`src/rtl/pdo_frame_reader_if.sv`:
```
// Output sample stream of pdo_frame_reader: ready/valid handshake plus frame markers.
// A sample transfers on every cycle where OutValid and OutReady are both high.
interface pdo_frame_reader_if #(
    parameter int bw_data = 16
);
    logic [bw_data-1:0] OutData;
    logic               OutValid;
    logic               OutReady;
    logic               OutSop;
    logic               OutEop;
    logic               OutChan;

    modport master (
        output OutData,
        output OutValid,
        output OutSop,
        output OutEop,
        output OutChan,
        input  OutReady
    );

    modport slave (
        input  OutData,
        input  OutValid,
        input  OutSop,
        input  OutEop,
        input  OutChan,
        output OutReady
    );
endinterface

```
`src/rtl/pdo_frame_reader.sv`:
```
// Frame read sequencer: walks {chan,index} through the DPRAM and streams RAM_Q out
// through a 2-entry skid FIFO with a same-cycle bypass when the FIFO is empty.
module pdo_frame_reader #(
    parameter int bw_dpram = 12,
    parameter int bw_data  = 16,
    parameter int RD_LAT   = 1
) (
    input  logic                  Clock,
    input  logic                  Reset,
    input  logic                  Start,
    input  logic                  Mono,
    output logic [bw_dpram-1:0]   DPRAMAddr,
    input  logic [bw_data-1:0]    RAM_Q,
    pdo_frame_reader_if.master    out_if,
    output logic                  Busy,
    output logic                  Done,
    output logic [1:0]            dbg_state_o,
    output logic [1:0]            dbg_fifo_count_o
);

    localparam int IW = bw_dpram - 1;
    localparam logic [IW-1:0] LAST_IDX = '1;

    if (RD_LAT != 1) begin : g_rd_lat_check
        $error("pdo_frame_reader supports RD_LAT == 1 only");
    end

    typedef enum logic [1:0] {
        S_IDLE  = 2'd0,
        S_RUN   = 2'd1,
        S_DRAIN = 2'd2
    } state_t;

    typedef struct packed {
        logic [bw_data-1:0] data;
        logic               sop;
        logic               eop;
        logic               chan;
    } entry_t;

    state_t              state_q, state_d;
    logic [IW-1:0]       idx_q, idx_d;
    logic                chan_q, chan_d;
    logic                mono_q, mono_d;
    logic                done_q, done_d;
    logic [bw_dpram-1:0] addr_q;

    // Read issued last cycle; its data is on RAM_Q this cycle with these tags.
    logic                inflight_q;
    logic                tag_sop_q, tag_eop_q, tag_chan_q;

    entry_t              fifo_q [2];
    logic                rd_ptr_q, wr_ptr_q;
    logic [1:0]          count_q;

    logic                fifo_valid;
    logic                out_valid;
    logic                pop;
    logic                fifo_pop;
    logic                push;
    logic [2:0]          occ;
    logic                issue;
    entry_t              bypass;
    entry_t              head;

    assign fifo_valid = (count_q != 2'd0);
    assign out_valid  = fifo_valid | inflight_q;
    assign pop        = out_valid & out_if.OutReady;
    assign fifo_pop   = pop & fifo_valid;
    // When the FIFO is empty an accepted sample is the bypassed RAM_Q and is never stored.
    assign push       = inflight_q & ~(pop & ~fifo_valid);

    // Occupancy after this cycle, excluding any read issued now.
    assign occ   = {1'b0, count_q} + {2'b0, inflight_q} - {2'b0, pop};
    assign issue = (state_q == S_RUN) && (occ < 3'd2);

    assign DPRAMAddr = issue ? {chan_q, idx_q} : addr_q;

    always_comb begin
        state_d = state_q;
        idx_d   = idx_q;
        chan_d  = chan_q;
        mono_d  = mono_q;
        done_d  = 1'b0;
        case (state_q)
            S_IDLE: begin
                if (Start) begin
                    state_d = S_RUN;
                    idx_d   = '0;
                    chan_d  = 1'b0;
                    mono_d  = Mono;
                end
            end
            S_RUN: begin
                if (issue) begin
                    if (idx_q == LAST_IDX) begin
                        if (!chan_q && !mono_q) begin
                            chan_d = 1'b1;
                            idx_d  = '0;
                        end else begin
                            state_d = S_DRAIN;
                        end
                    end else begin
                        idx_d = idx_q + 1'b1;
                    end
                end
            end
            S_DRAIN: begin
                if (occ == 3'd0) begin
                    state_d = S_IDLE;
                    done_d  = 1'b1;
                end
            end
            default: state_d = S_IDLE;
        endcase
    end

    always_ff @(posedge Clock or negedge Reset) begin
        if (!Reset) begin
            state_q    <= S_IDLE;
            idx_q      <= '0;
            chan_q     <= 1'b0;
            mono_q     <= 1'b0;
            done_q     <= 1'b0;
            addr_q     <= '0;
            inflight_q <= 1'b0;
            tag_sop_q  <= 1'b0;
            tag_eop_q  <= 1'b0;
            tag_chan_q <= 1'b0;
        end else begin
            state_q    <= state_d;
            idx_q      <= idx_d;
            chan_q     <= chan_d;
            mono_q     <= mono_d;
            done_q     <= done_d;
            addr_q     <= DPRAMAddr;
            inflight_q <= issue;
            if (issue) begin
                tag_sop_q  <= (idx_q == '0);
                tag_eop_q  <= (idx_q == LAST_IDX);
                tag_chan_q <= chan_q;
            end
        end
    end

    assign bypass = '{data: RAM_Q, sop: tag_sop_q, eop: tag_eop_q, chan: tag_chan_q};

    always_ff @(posedge Clock or negedge Reset) begin
        if (!Reset) begin
            fifo_q[0] <= '0;
            fifo_q[1] <= '0;
            rd_ptr_q  <= 1'b0;
            wr_ptr_q  <= 1'b0;
            count_q   <= 2'd0;
        end else begin
            if (push) begin
                fifo_q[wr_ptr_q] <= bypass;
                wr_ptr_q         <= ~wr_ptr_q;
            end
            if (fifo_pop) begin
                rd_ptr_q <= ~rd_ptr_q;
            end
            count_q <= count_q + {1'b0, push} - {1'b0, fifo_pop};
        end
    end

    // Head is all-zero whenever nothing is valid, so flags need no extra gating.
    always_comb begin
        head = '0;
        if (fifo_valid) begin
            head = fifo_q[rd_ptr_q];
        end else if (inflight_q) begin
            head = bypass;
        end
    end

    assign out_if.OutValid = out_valid;
    assign out_if.OutData  = head.data;
    assign out_if.OutSop   = head.sop;
    assign out_if.OutEop   = head.eop;
    assign out_if.OutChan  = head.chan;

    assign Busy             = (state_q != S_IDLE);
    assign Done             = done_q;
    assign dbg_state_o      = state_q;
    assign dbg_fifo_count_o = count_q;

endmodule
```
`src/flat_wrapper.sv`:
```
// flat-port wrapper written by rule: the top's interface ports become plain ports
module pdo_frame_reader_flat 
#(
    parameter int bw_dpram = 12,
    parameter int bw_data  = 16,
    parameter int RD_LAT   = 1
)
  (Clock, Reset, Start, Mono, DPRAMAddr, RAM_Q, Busy, Done, dbg_state_o, dbg_fifo_count_o, out_if_OutData, out_if_OutValid, out_if_OutSop, out_if_OutEop, out_if_OutChan, out_if_OutReady);
  pdo_frame_reader_if #(.bw_data(bw_data)) out_if_i ();
  input  logic Clock;
  input  logic Reset;
  input  logic Start;
  input  logic Mono;
  output logic [bw_dpram-1:0] DPRAMAddr;
  input  logic [bw_data-1:0] RAM_Q;
  output logic Busy;
  output logic Done;
  output logic [1:0] dbg_state_o;
  output logic [1:0] dbg_fifo_count_o;
  output wire logic [$bits(out_if_i.OutData)-1:0] out_if_OutData;
  output wire logic [$bits(out_if_i.OutValid)-1:0] out_if_OutValid;
  output wire logic [$bits(out_if_i.OutSop)-1:0] out_if_OutSop;
  output wire logic [$bits(out_if_i.OutEop)-1:0] out_if_OutEop;
  output wire logic [$bits(out_if_i.OutChan)-1:0] out_if_OutChan;
  input wire logic [$bits(out_if_i.OutReady)-1:0] out_if_OutReady;
  assign out_if_OutData = out_if_i.OutData;
  assign out_if_OutValid = out_if_i.OutValid;
  assign out_if_OutSop = out_if_i.OutSop;
  assign out_if_OutEop = out_if_i.OutEop;
  assign out_if_OutChan = out_if_i.OutChan;
  assign out_if_i.OutReady = out_if_OutReady;
  pdo_frame_reader #(.bw_dpram(bw_dpram), .bw_data(bw_data), .RD_LAT(RD_LAT)) u_core (.Clock(Clock), .Reset(Reset), .Start(Start), .Mono(Mono), .DPRAMAddr(DPRAMAddr), .RAM_Q(RAM_Q), .out_if(out_if_i), .Busy(Busy), .Done(Done), .dbg_state_o(dbg_state_o), .dbg_fifo_count_o(dbg_fifo_count_o));
endmodule
```
`config.mk`:
```
export PLATFORM = sky130hd
export DESIGN_NAME = pdo_frame_reader_flat
export DESIGN_NICKNAME = d
export VERILOG_FILES = /design/src/rtl/pdo_frame_reader_if.sv /design/src/rtl/pdo_frame_reader.sv /design/src/flat_wrapper.sv
export SDC_FILE = /design/constraint.sdc
export NUM_CORES = 1
export LEC_CHECK = 0
export ABC_AREA = 1
export CAP_MARGIN = 20
export CORE_MARGIN = 4
export CORE_UTILIZATION = 30
export DETAILED_ROUTE_END_ITERATION = 7
export PLACE_DENSITY_LB_ADDON = 0.1
export RECOVER_POWER = 25
export REMOVE_ABC_BUFFERS = 1
export SYNTH_ARGS = -nofsm -noshare
export SYNTH_HDL_FRONTEND = slang
export SYNTH_SLANG_ARGS = --single-unit
```
`constraint.sdc`:
```
create_clock -name Clock -period 6.2 [get_ports Clock]
set_input_delay 1.24 -clock Clock [delete_from_list [all_inputs] [get_ports Clock]]
set_output_delay 1.24 -clock Clock [all_outputs]
set_load 0.005 [all_outputs]
```
==> results.sh <==
export IMPL_run_status="complete, but fails checks"
export IMPL_failing_checks="max-capacitance violations, max-slew violations"
export IMPL_synth_cell_type_count=32
export IMPL_grtUsageTotal_pct=12.94
export IMPL_routed_via_count=2958
export IMPL_detail_route_wirelength_um=8623
export IMPL_layout_cells_most_common_list="nand2_1 (106), dfrtp_1 (74), clkdlybuf4s50_1 (57)"
export IMPL_grt_antenna_before_repair=0
export IMPL_crit_path_start_kind="input pin"
export IMPL_hp_class="reg -> reg"
export IMPL_synthesis_warning_total=0
export IMPL_groute_layer_met2_usage_pct=21.17
export IMPL_grt_start_max_net_pins=75
export IMPL_placed_cells_incl_taps=616
export IMPL_timing_final_max_slew_violations=75
export IMPL_groute_layer_met3_usage_pct=2.739
export IMPL_post_route_setup_tns_ns=0
export IMPL_post_dp_hpwl_um=5619
export IMPL_worstPathArrival_ns=4.28
export IMPL_drt_iter0_markers=151
export IMPL_post_cts_resized_instances=0
export IMPL_drt_vias_per_instance=4.688
export IMPL_drv_max_cap_violation_count=1
export IMPL_chipHeight_um=117.6
export IMPL_postCtsSetupBuffers=0
export IMPL_htree_num_levels=3
export IMPL_core_region_area_mm2=0.01156
export IMPL_numCtsBuffers=9
export IMPL_max_freq_mhz=181.2
export IMPL_cts_num_sinks=74
export IMPL_drive_gt1_share_pct=6.148
export IMPL_fp_row_count=39
export IMPL_die_x_um=117.6
export IMPL_tritoncts="yes"
export IMPL_post_layout_nonfiller_instances=631
export IMPL_io_pins=59
export IMPL_finalSetupViolations=0
export IMPL_cts_hold_buffers_added=0
export IMPL_final_period_utilization_pct=89.03
export IMPL_clk_pin_slew_ns=0.06
export IMPL_setup_worst_path_class="in -> out"
export IMPL_globalplace_congestion=0.7994
export IMPL_antenna_cells=0
export IMPL_power_ir_vdd_worst_mv=0.1697
export IMPL_syn2layout_area_growth_pct=26.37
export IMPL_worst_path_max_fanout=25
export IMPL_timing_worst_slew_pin_value_ns=4.061
export IMPL_worst_skew_pair_late_latency_ns=0.33
export IMPL_initial_core_util_pct=31.14
export IMPL_maxSlewHeadroom_pct=-170.8
export IMPL_cts_root_buf="clkbuf_16"
export IMPL_hold_viol_final=0
export IMPL_clock_period_minus_final_worst_setup_slack_ns=5.520
export IMPL_fp_dieArea_mm2=0.01382
export IMPL_cp_data_required_time_ns=4.96
export IMPL_io_port_bufs=58
export IMPL_finish_net_count=512
export IMPL_cell_area_synth_mm2=0.003601
export IMPL_grt_setup_unrepaired="false"
export IMPL_most_heavily_used_metal_layer_in_global_routing="met2"
export IMPL_grt_util_met1_pct=16.52
export IMPL_synth_cells=430
export IMPL_drt_drc_violations_left=0
export IMPL_place_ws_ns=0.6125
export IMPL_grt_first_pass_wirelength_um=14560
export IMPL_synth_seq_cells=74
export IMPL_grt_pass1_vias=2892
export IMPL_end_kind="output port"
export IMPL_power_density_mw_per_mm2=498.7
export IMPL_syn_avg_cell_area_um2=8.374
export IMPL_number_of_iterations_in_the_first_detailed_routing_pass=4
export IMPL_clock_path_buffers=2
export IMPL_ys_seq_area_share_pct=51.42
export IMPL_wl_per_cell_um=13.67
export IMPL_most_common_cell_after_layout_fill_and_taps_aside="nand2_1"
export IMPL_overflow=0
export IMPL_drtAntennaViolNets=0
export IMPL_leakagePower_uw=0.002086
export IMPL_final_setup_skew_ns=0.006023
export IMPL_timing_final_ws_setup_ns=0.6802
-- cell families after synthesis --
kind of cell    after synthesis  synth area share [%]
buf+inv                      65                 7.644
xor+xnor                      3                0.7298
compound gates               85                 14.28
fa+ha+maj                     7                 2.641
mux                           1                0.3127
flops                        74                 51.42
simple gates                195                 22.97
-- flip-flops by register name, summed over array words and instances, names as in the netlist --
signal,flops
u_core.rd_ptr_q,1
u_core.fifo_q,38
u_core.inflight_q,1
u_core.wr_ptr_q,1
u_core.addr_q,12
u_core.tag_chan_q,1
u_core.dbg_state_o,2
u_core.idx_q,11
u_core.chan_q,1
u_core.dbg_fifo_count_o,2
u_core.tag_sop_q,1
u_core.tag_eop_q,1
u_core.Done,1
u_core.mono_q,1
-- path summary, 6_finish.rpt --
kind / from / end / slack (ns) / depth (start not counted)
setup / recovery: out_if_OutReady / DPRAMAddr[11] / 0.68 / 14
hold / removal: u_core.fifo_q[25] / u_core.fifo_q[25] / 0.48 / 2
setup reg to reg: u_core.dbg_fifo_count_o[1] / u_core.idx_q[10] / 3.16 / 14
hold reg to reg: u_core.fifo_q[25] / u_core.fifo_q[25] / 0.48 / 2
max in group asynchronous: Reset / u_core.dbg_state_o[0] / 1.59 / 1
min in group asynchronous: Reset / u_core.fifo_q[31] / 2.32 / 1
-- cell usage after synthesis --
cell	n	area, µm²
nand2_1	106	397.9
dfrtp_1	74	1852
nor2_1	53	198.9
o21ai_0	48	240.2
inv_1	43	161.4
nand3_1	20	100.1
o32ai_1	19	166.4
o21ai_1	14	70.07
clkbuf_1	7	26.28
ha_1	6	75.07
nand4_1	6	37.54
buf_2	4	20.02
buf_6	3	33.78
clkbuf_2	3	15.01
inv_2	3	11.26
a21oi_1	2	10.01
nand2_4	2	22.52
or2_4	2	17.52
xor2_1	2	17.52
a21boi_2	1	11.26
a21oi_4	1	16.27
buf_1	1	3.750
clkinv_1	1	3.750
fa_1	1	20.02
mux2_2	1	11.26
nand3_4	1	17.52
nor2_2	1	6.260
nor2_4	1	11.26
nor3_1	1	5.000
nor4_1	1	6.260
or2_2	1	6.260
xnor2_1	1	8.760
-- final cells by class --
cell class	instances	area, µm²
inverters	47	176.4
clock buffers	11	232.7
repair buffers	61	616.8
flip-flops and latches	74	1852
well taps	143	178.9
clock inverters	4	20.02
multi-input cells	291	1474
fillers	1174	7014
-- where the power goes --
group / switching [µW] / leakage [µW] / internal [µW]
Combinational: 588 / 0.00100 / 499
Clock: 192 / 0.000129 / 266
Sequential: 88.8 / 0.000957 / 636
-- metal layers --
layer | share of wire [%] | up-vias | wire length, µm
li1 | - | 1523 | -
met1 | 48 | 1374 | 4108
met2 | 47 | 50 | 4027
met3 | 3.9 | 11 | 338
met4 | 1.7 | 0 | 148
met5 | 0 | - | 0
-- metrics by stage --
step / instance area (µm²) / total power (µW) / utilization (%) / hold slack (ns)
after floorplan: 3502 / 1331 / - / 0.4537
after global placement: 4274 / 1825 / 36.96 / 0.4667
after detailed placement: 4302 / 1847 / 37.20 / 0.4738
after CTS: 4554 / 2317 / 39.38 / 0.4883
after global routing: 4551 / 2471 / 39.35 / 0.5044
final: 4551 / 2269 / 39.35 / 0.4849
-- worst max-delay path, cell delays in order --
cell,delay (ns)
clkdlybuf4s50_1,0.52
inv_1,0.07
a21oi_1,0.12
ha_1,0.24
inv_1,0.06
ha_1,0.13
inv_1,0.05
fa_1,0.47
a21boi_2,0.21
nand3_4,0.25
inv_1,0.23
nand2_1,0.09
nand2_1,0.09
clkdlybuf4s50_1,0.50
No activity file was read; power rests on OpenSTA's default activity.
